[src/rtl/prod3_pkg.sv]
// Shared types and constants for the prod3 hardwired responder.
package prod3_pkg;

    typedef enum logic [3:0] {
        IDLE,
        RD_A,
        RD_B,
        RD_C,
        RD_W,
        MUL1,
        MUL2,
        WR_HI,
        WR_LO,
        DONE
    } state_t;

    localparam int W_DEF      = 8;
    localparam int AW_DEF     = 8;
    localparam int A_ADDR_DEF = 1;
    localparam int P_ADDR_DEF = 4;

    localparam int RUN_CYCLES = 2 * W_DEF + 6;

    localparam logic [15:0] CT_MAX = 16'hFFFF;

    function automatic logic counted_state(input state_t s);
        return (s != IDLE) && (s != DONE);
    endfunction

endpackage

[src/rtl/prod3_engine_shift_add_mul.sv]
// Iterative shift-add multiplier: one multiplier bit per clock, LSB first.
// The start cycle already performs the first iteration, so a product takes W clocks.
module shift_add_mul #(
    parameter int W  = 8,
    parameter int PW = 16
) (
    input  logic          clk,
    input  logic          rst_n,
    input  logic          start,
    input  logic          clr,
    input  logic [PW-1:0] multiplicand,
    input  logic [W-1:0]  multiplier,
    output logic          busy,
    output logic [PW-1:0] product
);

    localparam int CW = $clog2(W + 1);

    logic [PW-1:0] acc_reg, acc_next;
    logic [PW-1:0] mcand_reg, mcand_next;
    logic [W-1:0]  mplier_reg, mplier_next;
    logic [CW-1:0] cnt_reg, cnt_next;

    always_ff @(posedge clk or negedge rst_n) begin
        if (!rst_n) begin
            acc_reg    <= '0;
            mcand_reg  <= '0;
            mplier_reg <= '0;
            cnt_reg    <= '0;
        end else begin
            acc_reg    <= acc_next;
            mcand_reg  <= mcand_next;
            mplier_reg <= mplier_next;
            cnt_reg    <= cnt_next;
        end
    end

    always_comb begin
        acc_next    = acc_reg;
        mcand_next  = mcand_reg;
        mplier_next = mplier_reg;
        cnt_next    = cnt_reg;
        if (clr) begin
            acc_next    = '0;
            mcand_next  = '0;
            mplier_next = '0;
            cnt_next    = '0;
        end else if (start) begin
            acc_next    = multiplier[0] ? multiplicand : '0;
            mcand_next  = multiplicand << 1;
            mplier_next = multiplier >> 1;
            cnt_next    = CW'(W - 1);
        end else if (cnt_reg != '0) begin
            // Accumulator wraps naturally at PW bits, giving the modulo product.
            acc_next    = acc_reg + (mplier_reg[0] ? mcand_reg : '0);
            mcand_next  = mcand_reg << 1;
            mplier_next = mplier_reg >> 1;
            cnt_next    = cnt_reg - 1'b1;
        end
    end

    assign busy    = (cnt_reg != '0);
    assign product = acc_reg;

endmodule

[src/rtl/prod3_engine.sv]
// Hardwired a*b*c responder for the init/done handshake: reads operands,
// multiplies with a reused shift-add unit, writes the 2W-bit product big-endian.
module prod3_engine
    import prod3_pkg::*;
#(
    parameter int W      = W_DEF,
    parameter int AW     = AW_DEF,
    parameter int A_ADDR = A_ADDR_DEF,
    parameter int P_ADDR = P_ADDR_DEF
) (
    input  logic          clk,
    input  logic          rst_n,
    input  logic          init,
    output logic          done,
    output logic [15:0]   cycle_ct,
    output logic [AW-1:0] mem_addr,
    input  logic [W-1:0]  mem_rd_data,
    output logic          mem_wr_en,
    output logic [W-1:0]  mem_wr_data
);

    localparam int PW  = 2 * W;
    localparam int PHW = $clog2(W);

    state_t         state_reg, state_next;
    logic           init_q_reg;
    logic [15:0]    cycle_ct_reg;
    logic [W-1:0]   a_reg, a_next;
    logic [W-1:0]   b_reg, b_next;
    logic [W-1:0]   c_reg, c_next;
    logic [PHW-1:0] phase_reg, phase_next;

    logic           mul_start;
    logic           mul_clr;
    logic [PW-1:0]  mul_mcand;
    logic [W-1:0]   mul_mplier;
    logic           mul_busy;
    logic [PW-1:0]  mul_product;

    shift_add_mul #(
        .W  (W),
        .PW (PW)
    ) u_mul (
        .clk          (clk),
        .rst_n        (rst_n),
        .start        (mul_start),
        .clr          (mul_clr),
        .multiplicand (mul_mcand),
        .multiplier   (mul_mplier),
        .busy         (mul_busy),
        .product      (mul_product)
    );

    always_ff @(posedge clk or negedge rst_n) begin
        if (!rst_n) begin
            state_reg  <= IDLE;
            init_q_reg <= 1'b0;
            a_reg      <= '0;
            b_reg      <= '0;
            c_reg      <= '0;
            phase_reg  <= '0;
        end else begin
            state_reg  <= state_next;
            init_q_reg <= init;
            a_reg      <= a_next;
            b_reg      <= b_next;
            c_reg      <= c_next;
            phase_reg  <= phase_next;
        end
    end

    always_ff @(posedge clk or negedge rst_n) begin
        if (!rst_n) begin
            cycle_ct_reg <= '0;
        end else if (init) begin
            cycle_ct_reg <= '0;
        end else if (counted_state(state_reg) && (cycle_ct_reg != CT_MAX)) begin
            cycle_ct_reg <= cycle_ct_reg + 16'd1;
        end
    end

    always_comb begin
        state_next = state_reg;
        phase_next = phase_reg;
        a_next     = a_reg;
        b_next     = b_reg;
        c_next     = c_reg;
        mul_start  = 1'b0;
        mul_clr    = 1'b0;
        mul_mcand  = '0;
        mul_mplier = '0;
        if ((state_reg != IDLE) && init) begin
            // Abort (or done acknowledge) always wins over sequencing.
            state_next = IDLE;
            phase_next = '0;
            mul_clr    = 1'b1;
        end else begin
            case (state_reg)
                IDLE: begin
                    if (init_q_reg && !init) state_next = RD_A;
                end
                RD_A: state_next = RD_B;
                RD_B: begin
                    a_next     = mem_rd_data;
                    state_next = RD_C;
                end
                RD_C: begin
                    b_next     = mem_rd_data;
                    state_next = RD_W;
                end
                RD_W: begin
                    c_next     = mem_rd_data;
                    phase_next = '0;
                    state_next = MUL1;
                end
                MUL1: begin
                    mul_start  = (phase_reg == '0);
                    mul_mcand  = {{W{1'b0}}, a_reg};
                    mul_mplier = b_reg;
                    if (phase_reg == PHW'(W - 1)) begin
                        phase_next = '0;
                        state_next = MUL2;
                    end else begin
                        phase_next = phase_reg + 1'b1;
                    end
                end
                MUL2: begin
                    // The multiplier's own output (a*b) is fed back as multiplicand.
                    mul_start  = (phase_reg == '0);
                    mul_mcand  = mul_product;
                    mul_mplier = c_reg;
                    if (phase_reg == PHW'(W - 1)) begin
                        phase_next = '0;
                        state_next = WR_HI;
                    end else begin
                        phase_next = phase_reg + 1'b1;
                    end
                end
                WR_HI:   state_next = WR_LO;
                WR_LO:   state_next = DONE;
                DONE:    state_next = DONE;
                default: state_next = IDLE;
            endcase
        end
    end

    always_comb begin
        mem_addr    = '0;
        mem_wr_en   = 1'b0;
        mem_wr_data = '0;
        case (state_reg)
            RD_A: mem_addr = AW'(A_ADDR);
            RD_B: mem_addr = AW'(A_ADDR + 1);
            RD_C: mem_addr = AW'(A_ADDR + 2);
            WR_HI: begin
                mem_addr    = AW'(P_ADDR);
                mem_wr_en   = 1'b1;
                mem_wr_data = mul_product[PW-1:W];
            end
            WR_LO: begin
                mem_addr    = AW'(P_ADDR + 1);
                mem_wr_en   = 1'b1;
                mem_wr_data = mul_product[W-1:0];
            end
            default: ;
        endcase
    end

    assign done     = (state_reg == DONE);
    assign cycle_ct = cycle_ct_reg;

endmodule

[config.mk]
export PLATFORM = sky130hd
export DESIGN_NAME = prod3_engine
export DESIGN_NICKNAME = d
export VERILOG_FILES = /design/src/rtl/prod3_pkg.sv /design/src/rtl/prod3_engine_shift_add_mul.sv /design/src/rtl/prod3_engine.sv
export SDC_FILE = /design/constraint.sdc
export NUM_CORES = 1
export LEC_CHECK = 0
export CAP_MARGIN = 20
export CORE_UTILIZATION = 55
export DETAILED_ROUTE_END_ITERATION = 10
export GPL_ROUTABILITY_DRIVEN = 0
export PLACE_DENSITY_LB_ADDON = 0.2
export SYNTH_ARGS = -nofsm -noshare
export SYNTH_HDL_FRONTEND = slang
export SYNTH_SLANG_ARGS = --single-unit
[constraint.sdc]
create_clock -name clk -period 5.7 [get_ports clk]
set_input_delay 1.14 -clock clk [delete_from_list [all_inputs] [get_ports clk]]
set_output_delay 1.14 -clock clk [all_outputs]
set_load 0.05 [all_outputs]
After elaboration in Yosys (flattened, before gate mapping) --
Index checks and enable logic that the tools add are counted.
Storage, ports and cells: bits in latches 0, ROM bits 0, input bits 11, register bits 92, memory bits (writable) 0, memories kept 0, output and inout bits 34
Operators by class: multiplexer cells 34, $add $sub $neg 4, multiply operators 0, div/mod/pow operators 0, reductions and logical operators 20, bitwise logic cells 1, shift operators 0, equal/unequal tests 16, $lt $le $gt $ge 0
Operators by type and width (number):
- 16-bit 2-to-1 mux | 11
- 4-bit case mux with 9 select lines | 1
- 8-bit 2-to-1 mux | 4
- 16-bit case mux with 2 select lines | 1
- 8-bit case mux with 2 select lines | 2
- 4-bit 2-to-1 mux | 7
- 16-bit by 1-bit adder with 16-bit output, second input constant | 1
- 16-bit adder | 1
- 4-bit by 3-bit == test with 1-bit output, second input constant | 4
- 16-bit inequality test, second input constant | 1
- 3-bit case mux with 5 select lines | 1
- 3-bit inequality test, second input constant | 3
- 4-bit by 2-bit == test with 1-bit output, second input constant | 2
- 4-bit == test, second input constant | 2
- 2-bit AND reduction | 4
- 4-bit nonzero test | 2
- 3-bit 2-to-1 mux | 2
- 3-bit case mux with 2 select lines | 1
- 3-bit nonzero test | 2
- 2-bit OR reduction | 3
- 5-bit inequality test, second input constant | 1
- 4-bit by 1-bit == test with 1-bit output, second input constant | 1
- 1-bit logical AND | 4
- 4-bit zero test | 1
- 10 further kinds | 13

Logic depth before layout (Yosys ltp) --
Gate-level depths: netlist of run 1.
word-level depth 6, mapped depth 10, gate-level depth less buffers 9

By module --
From an unflattened synthesis of run 1, not the netlist that was laid out.
Unflattened totals: cell total of the unflattened synthesis 634, area total of the unflattened synthesis 5576.6 sq um
Modules (own cells, without submodules):
- shift_add_mul | instances 1, area an instance 2881.5 sq um, cells each 365
- prod3_engine | instances 1, area an instance 2695.1 sq um, cells each 269

Worst setup path before layout of run 1 --
No wires, ideal clock.
kind reg2out, from register state_reg[0], to output mem_addr[2], stages on the path, launching flop included 6, arrival 1897 ps, required time 4560 ps, path slack 2663 ps, cell sequence dfrtp_1 -> buf_2 -> buf_1 -> nor3_1 -> or2_2 -> buf_4
On the way: cells in the longest elaborated chain, start to end 2, elaborated cells between the ends (all ways) 6
Ends and longest elaborated chain:
- start, declared | RTL line prod3_engine.sv:25 | state_t state_reg, state_next;
- start signal, assigned | RTL line prod3_engine.sv:63 | state_reg <= state_next;
- 4-bit == test (tied with other cells) | RTL line prod3_engine.sv:151 | case (state_reg)
- 3-bit case mux with 5 select lines (*) | RTL line prod3_engine.sv:151
- end, declared | RTL line prod3_engine.sv:16 | output logic [AW-1:0] mem_addr,
Every way passes the cells marked *; elsewhere a longest branch is shown, timed or not.

Worst setup path after layout of run 1 --
from register state_reg[3], to output mem_wr_data[0]
On the way: cells in the longest elaborated chain, start to end 2, elaborated cells between the ends (all ways) 3
Ends and longest elaborated chain:
- 4-bit == test or 4-bit by 3-bit == test with 1-bit output (tied branches) | RTL line prod3_engine.sv:151
- 8-bit case mux with 2 select lines (*) | RTL line prod3_engine.sv:151
- end, declared | RTL line prod3_engine.sv:19 | output logic [W-1:0] mem_wr_data
Marks and branches as above.

==> results.rst, run 1 <==
.. list-table::
   :header-rows: 1

   * - Metric
     - Value
   * - Total net switching power
     - 0.6207 mW
   * - Sink count of the clock tree
     - 90
   * - Number of distinct library cells after synthesis
     - 64
   * - Maximum buffer depth of the clock tree
     - 2
   * - Final Hold Violating Endpoints
     - 0
   * - Total routing usage reported by global routing
     - 25.89%
   * - Cell type of the slowest stage on the worst timing path
     - sky130_fd_sc_hd__clkdlybuf4s50_1
   * - Start point of the worst hold path
     - u_mul.mcand_reg[2]
   * - Startpoint of the most critical setup path
     - state_reg[3]
   * - Number of flip-flops and latches in the synthesized netlist
     - 90
   * - Fin. max-slew vios
     - 0
   * - Largest area contributor in the netlist
     - sky130_fd_sc_hd__dfrtp_1
   * - I/O Buffers
     - 39
   * - Most frequent cells after synthesis
     - sky130_fd_sc_hd__dfrtp_1 (90), sky130_fd_sc_hd__nand2_1 (50), sky130_fd_sc_hd__nor2_1 (34), sky130_fd_sc_hd__o21ai_0 (30), sky130_fd_sc_hd__a21oi_1 (29)
   * - Clock latency of the later-clocked register in the worst-skew pair
     - 370 ps
   * - Worst-path maximum fanout
     - 15
   * - Clock slew at the register clock pins of the worst setup and hold paths
     - 100 ps
   * - Number of top-level pins
     - 45
   * - Number of nets still failing antenna checks after routing
     - 0
   * - Worst setup SP type
     - flip-flop
   * - DP Cell Count
     - 658
   * - Starting Density
     - 56.48%
   * - Wirelength, routed
     - 11.93 mm
   * - Power Internal
     - 1.158 mW
   * - Run status
     - complete, no violations
   * - GRT overflow
     - 0
   * - Signal arrival time at the worst endpoint
     - 3120 ps
   * - Hold crit path type
     - flip-flop to flip-flop
   * - Share of layout cells above drive strength 1
     - 11.19%
   * - Area growth from synthesis to layout
     - 12.38%
   * - Hpwl dp
     - 8.279 mm
   * - X dimension of the die
     - 99.18 um
   * - Clock tree from TritonCTS
     - done
   * - Final total negative setup slack
     - 0 ps
   * - Combinational share of power
     - 25.3%
   * - Routed vias
     - 4192
   * - Setup repair after global routing missed its margin
     - no
   * - Static leakage power
     - 2.564 nW
   * - Power density normalized to cell area
     - 304.7 nW/um^2
   * - Cell types occupying the most area after synthesis
     - sky130_fd_sc_hd__dfrtp_1 (43%), sky130_fd_sc_hd__mux2_2 (5.4%), sky130_fd_sc_hd__ha_1 (4.6%)
   * - Overall power consumption
     - 1.779 mW
   * - Slew at the pin with the worst max-slew slack
     - 922.1 ps
   * - Register share of total power
     - 47.8%
   * - Critical path endpoint category
     - primary output
   * - Post_cts resized
     - 0
   * - Clock root buffer
     - sky130_fd_sc_hd__clkbuf_8
   * - Global-route wire length before repair
     - 19.98 mm
   * - Violation count after the first detailed-route iteration
     - 180
   * - Vias in the first global route
     - 4112
   * - Number of synthesized flops with an enable pin
     - 0
   * - Family with the most delay on the worst path
     - simple AND/OR/NAND/NOR gates
   * - Clock power share
     - 26.9%
   * - Die Outline Area
     - 9836 um^2
   * - Die height
     - 99.18 um
   * - Via density per instance
     - 6.220
   * - Core Area
     - 9196 um^2
   * - Post-detailed-route DRC marker count
     - 0
   * - Max-capacitance violation count
     - 0
   * - Combined area of all synthesized cells
     - 5194 um^2
   * - Achievable Freq
     - 0.2350 GHz
   * - Post-detailed-route wirelength per cell
     - 17.70 um
   * - Non-filler instance count after layout
     - 674
   * - Register area share after synthesis
     - 43.36%
   * - Final Net Count
     - 589
   * - Placement row count
     - 35
   * - Critical-path cell list
     - nand2b_1 > nor2_1 > a22o_1 > clkdlybuf4s50_1
   * - Buffers plus inverters on the worst setup path
     - 1
   * - Commonest register cell after synthesis
     - sky130_fd_sc_hd__dfrtp_1
   * - Post-CTS Hold Fix Bufs
     - 0
   * - Async set-reset flop share out of synthesis
     - 100.0%
   * - Worst IR drop on VDD
     - 0.0001961 V
   * - Drt first pass iters
     - 5
   * - Startpoint of the most critical register-to-register path
     - u_mul.mplier_reg[0]
   * - Pin count of the biggest net entering global routing
     - 57
   * - Reg2reg setup slack
     - 2600 ps
   * - Share of the cycle needed by the critical path after routing
     - 74.66%
   * - Switching part of the total
     - 34.89%
   * - Critical path class
     - flip-flop to primary output
   * - Relative slew slack
     - 38.30%
   * - Antenna diode count
     - 0
   * - Number of standard cells after synthesis
     - 528
   * - Synthesis Warnings
     - 0
   * - Cell with the most instances after synthesis
     - sky130_fd_sc_hd__dfrtp_1
   * - Final worst clock skew
     - 12.91 ps
   * - Number of buffers added by the clock tree synthesis step
     - 9
   * - Crit path largest cell delay
     - 800 ps
   * - Antenna violations before repair
     - 0
   * - Area share of the largest cell type after synthesis
     - 43.36%
   * - Number of setup violations in the final report
     - 0
   * - Required time of the worst setup path
     - 4560 ps
   * - Clock H-tree levels
     - 3
   * - Syn Area/Cell
     - 9.837 um^2
   * - Min cycle time layout
     - 4256 ps
   * - Buffer count from post-CTS setup fixing
     - 0
-- power groups by stage --
stage               sequential (mW)  combinational (mW)  clock (mW)
global placement              0.855               0.432           0
global route                  0.865               0.501       0.509
finish                        0.851               0.450       0.478
CTS                           0.848               0.450       0.488
detailed placement            0.860               0.450           0
floorplan                     0.829               0.353           0
-- cells in the final DEF (no fill, tap or decap), types with 15 or more instances in the layout --
master and count:
sky130_fd_sc_hd__a22o_1 17, sky130_fd_sc_hd__nor3_1 15, sky130_fd_sc_hd__and2_1 18, sky130_fd_sc_hd__a21oi_1 29, sky130_fd_sc_hd__dfrtp_1 90, sky130_fd_sc_hd__nor2_1 34, sky130_fd_sc_hd__mux2_2 25, sky130_fd_sc_hd__o21ai_0 30
sky130_fd_sc_hd__ha_1 19, sky130_fd_sc_hd__nand2_1 50, sky130_fd_sc_hd__clkdlybuf4s50_1 38
-- area by class of cell --
class	instances	area, um^2
Multi-Input combinational cell	397	2731
Timing Repair Buffer	47	447.9
Fill cell	774	3359
Clock inverter	7	93.84
Clock buffer	9	123.9
Tap cell	111	138.9
Inverter	13	48.80
Sequential cell	90	2252
-- through the flow --
stage | cell area, um^2 | setup WS (ps) | utilization, % | hold slack [ps]
floorplan | 5209 | 2663 | - | 444.7
global placement | 5612 | 1966 | 61.02 | 461.0
detailed placement | 5619 | 1880 | 61.10 | 465.0
CTS | 5837 | 1454 | 63.47 | 496.4
global route | 5837 | 1340 | 63.47 | 517.7
finish | 5837 | 1444 | 63.47 | 493.9
-- tightest hold or removal path, delay by kind of cell, from the launching register on --
family / cells / cell delay, ps
AND/OR/NAND/NOR: 2 / 100
flip-flops: 1 / 370
-- routing by layer --
layer	share of wire (%)	up-vias	track usage [%]
met5	0	-	0
met4	1.7	0	8.484
li1	-	1993	-
met3	4.4	14	4.779
met2	48	112	42.55
met1	46	2073	34.96
-- logic make-up after synthesis --
kind of cell / count (synthesis) / share of synthesized area [%]
adders and majority gates: 20 / 4.963
and+or+nand+nor: 176 / 17.44
DFF: 90 / 43.36
buffers and inverters: 45 / 4.336
muxes: 28 / 5.999
AOI/OAI and AO/OA: 143 / 19.61
other: 1 / 0.07220
xor gates and xnor gates: 25 / 4.216
-- path summary, 6_finish.rpt --
path,end,depth (start not counted)
setup / recovery,mem_wr_data[0],4
hold / removal,u_mul.mcand_reg[2],2
setup reg to reg,u_mul.product[13],9
hold reg to reg,u_mul.mcand_reg[2],2
max in group asynchronous,state_reg[0],2
min in group asynchronous,u_mul.product[13],1
No activity file was read; power rests on OpenSTA's default activity.
==> run 2, diff against run 1 <==
clock period = 4 ns   (was 5.7 ns; I/O delays follow)
==> run 2 against run 1 <==
  * Register-to-register slack lost 1600 ps
  * Via count grew 1.6%
  * Clock skew shrank 4.8 ps
  * Clock power grew 21%
  * Final area shrank 0.30%
  * Clock-buffer cell count grew 1
  * Sequential share of layout area grew 0.12 points
  * Sequential power grew 42%
  * Die area is the same
  * Critical path depth grew 1
  * Final cell count grew 0.30%
  * First-iteration DRC count grew 46%
  * Highest routed layer unchanged
==> results.rst, run 2 (same netlist as run 1, synthesis figures left out) <==
.. list-table::
   :header-rows: 1

   * - Metric
     - Value
   * - Required time of the worst setup path
     - 3200 ps (was 4560 ps)
   * - Pin count of the biggest net entering global routing
     - 56 (was 57)
   * - Post-CTS Hold Fix Bufs
     - 0 (unchanged)
   * - Violation count after the first detailed-route iteration
     - 263 (was 180)
   * - Routed vias
     - 4257 (was 4192)
   * - Max-capacitance violation count
     - 0 (unchanged)
   * - Signal arrival time at the worst endpoint
     - 2610 ps (was 3120 ps)
   * - Global-route wire length before repair
     - 20.26 mm (was 19.98 mm)
   * - Min cycle time layout
     - 3411 ps
   * - X dimension of the die
     - 99.18 um (unchanged)
   * - Die Outline Area
     - 9836 um^2 (unchanged)
   * - Placement row count
     - 35 (unchanged)
   * - Leading cell types in the layout, fill and taps excluded
     - sky130_fd_sc_hd__dfrtp_1 (90), sky130_fd_sc_hd__nand2_1 (50), sky130_fd_sc_hd__clkdlybuf4s50_1 (38), sky130_fd_sc_hd__nor2_1 (34), sky130_fd_sc_hd__o21ai_0 (30) (unchanged)
   * - Relative slew slack
     - 38.03% (was 38.30%)
   * - Family with the most delay on the worst path
     - buffers and inverters (was simple AND/OR/NAND/NOR gates)
   * - Die height
     - 99.18 um (unchanged)
   * - Number of nets still failing antenna checks after routing
     - 0 (unchanged)
   * - Most common cell after layout, fill and taps aside
     - sky130_fd_sc_hd__dfrtp_1 (unchanged)
   * - Final Net Count
     - 592 (was 589)
   * - Clock latency of the later-clocked register in the worst-skew pair
     - 360 ps (was 370 ps)
   * - Critical-path cell list
     - nand2_1 > nor2_1 > buf_4 > a22o_1 > clkdlybuf4s50_1 (was nand2b_1 > nor2_1 > a22o_1 > clkdlybuf4s50_1)
   * - Clock tree from TritonCTS
     - done (unchanged)
   * - Drt first pass iters
     - 5 (unchanged)
   * - Post-detailed-route DRC marker count
     - 0 (unchanged)
   * - Critical path endpoint category
     - primary output (unchanged)
   * - Final worst clock skew
     - 8.136 ps (was 12.91 ps)
   * - Startpoint of the most critical setup path
     - state_reg[0] (was state_reg[3])
   * - Clock slew at the register clock pins of the worst setup and hold paths
     - 90 ps (was 100 ps)
   * - Slew at the pin with the worst max-slew slack
     - 925.3 ps (was 922.1 ps)
   * - Setup repair after global routing missed its margin
     - no (unchanged)
   * - Run status
     - complete, no violations (unchanged)
   * - Area growth from synthesis to layout
     - 12.05% (was 12.38%)
   * - Achievable Freq
     - 0.2932 GHz
   * - Wirelength, routed
     - 11.92 mm (was 11.93 mm)
   * - Hold crit path type
     - input pin to asynchronous set/reset pin (was flip-flop to flip-flop)
   * - Post-detailed-route wirelength per cell
     - 17.64 um (was 17.70 um)
   * - Number of top-level pins
     - 45 (unchanged)
   * - Share of layout cells above drive strength 1
     - 11.68% (was 11.19%)
   * - Maximum buffer depth of the clock tree
     - 2 (unchanged)
   * - Worst IR drop on VDD
     - 0.0002941 V (was 0.0001961 V)
   * - Starting Density
     - 56.48% (unchanged)
   * - Final total negative setup slack
     - 0 ps (unchanged)
   * - Power density normalized to cell area
     - 417.9 nW/um^2 (was 304.7 nW/um^2)
   * - Number of setup violations in the final report
     - 0 (unchanged)
   * - Core Area
     - 9196 um^2 (unchanged)
   * - Via density per instance
     - 6.297 (was 6.220)
   * - Sink count of the clock tree
     - 90 (unchanged)
   * - Crit path largest cell delay
     - 810 ps (was 800 ps)
   * - Cell type of the slowest stage on the worst timing path
     - sky130_fd_sc_hd__clkdlybuf4s50_1 (unchanged)
   * - Worst hold margin
     - 475.1 ps (was 493.9 ps)
   * - Filler cells
     - 779 (was 774)
   * - Total routing usage reported by global routing
     - 26.01% (was 25.89%)
   * - Fin. max-slew vios
     - 0 (unchanged)
   * - Antenna violations before repair
     - 0 (unchanged)
   * - Post-Place Worst Slack
     - 1015 ps (was 1880 ps)
   * - Vias in the first global route
     - 4232 (was 4112)
   * - Clock root buffer
     - sky130_fd_sc_hd__clkbuf_8 (unchanged)
   * - GRT overflow
     - 0 (unchanged)
   * - Post_cts resized
     - 0 (unchanged)
   * - Post-route worst setup slack
     - 589.4 ps (was 1444 ps)
   * - Critical path class
     - flip-flop to primary output (unchanged)
   * - Hpwl dp
     - 8.323 mm (was 8.279 mm)
   * - Worst setup SP type
     - flip-flop (unchanged)
   * - Buffer count from post-CTS setup fixing
     - 0 (unchanged)
   * - Static leakage power
     - 2.558 nW (was 2.564 nW)
   * - Buffers plus inverters on the worst setup path
     - 2 (was 1)
   * - Worst-path maximum fanout
     - 16 (was 15)
   * - Startpoint of the most critical register-to-register path
     - u_mul.mplier_reg[0] (unchanged)
   * - Antenna diode count
     - 0 (unchanged)
   * - Number of buffers added by the clock tree synthesis step
     - 9 (unchanged)
   * - I/O Buffers
     - 39 (unchanged)
   * - Final Hold Violating Endpoints
     - 0 (unchanged)
   * - Share of the cycle needed by the critical path after routing
     - 85.27%
   * - Clock H-tree levels
     - 3 (unchanged)
run 2: final timing paths:
kind	end	slack, ps	cells past startpoint
worst max register to register	u_mul.product[13]	1050	9
max in group asynchronous	u_mul.mplier_reg[0]	2780	2
worst max-delay path	mem_wr_data[2]	590	5
min in group clk	u_mul.mplier_reg[1]	500	2
worst min register to register	u_mul.mplier_reg[1]	500	2
worst min-delay path	u_mul.product[12]	480	1
run 2: final cells by class:
| cell class | count | area, um^2 | area share, % |
|---|---|---|---|
| multi-input combinational | 397 | 2734 | 46.98 |
| sequential | 90 | 2252 | 38.70 |
| timing repair buffer | 50 | 470.5 | 8.084 |
| tap | 111 | 138.9 | 2.387 |
| clock buffer | 10 | 137.6 | 2.365 |
| inverter | 13 | 48.80 | 0.8385 |
| clock inverter | 5 | 37.54 | 0.6450 |
run 2: routing by layer:
layer / track usage [%] / up-vias / wire length (um)
met5: 0 / - / 0
met4: 12.78 / 0 / 290
met3: 3.935 / 24 / 652
met2: 42.07 / 150 / 5679
met1: 34.51 / 2093 / 5301
li1: - / 1990 / -
run 2: worst register-to-register path, stage by stage (launching register included):
cell                       delay, ps
sky130_fd_sc_hd__dfrtp_1         580
sky130_fd_sc_hd__and2_1          250
sky130_fd_sc_hd__ha_1            220
sky130_fd_sc_hd__fa_1            410
sky130_fd_sc_hd__a21o_1          200
sky130_fd_sc_hd__a221oi_2        390
sky130_fd_sc_hd__a211oi_1        130
sky130_fd_sc_hd__nor2b_1         240
sky130_fd_sc_hd__o21ai_0         130
sky130_fd_sc_hd__a221o_1         310
run 2: where the power goes:
part	total (mW)	internal, mW	switching, mW
clock network	0.576	0.243	0.334
registers	1.21	1.08	0.135
logic	0.645	0.273	0.372
run 2: metrics by stage:
step / util (%) / area, um^2 / power, mW / instances
4_1_cts: 63.28 / 5819 / 2.446 / 676
6_report: 63.28 / 5819 / 2.432 / 676
5_1_grt: 63.28 / 5819 / 2.562 / 676
3_5_place_dp: 61.37 / 5644 / 1.871 / 661
3_3_place_gp: 61.37 / 5644 / 1.840 / 661
2_1_floorplan: - / 5209 / 1.685 / 532
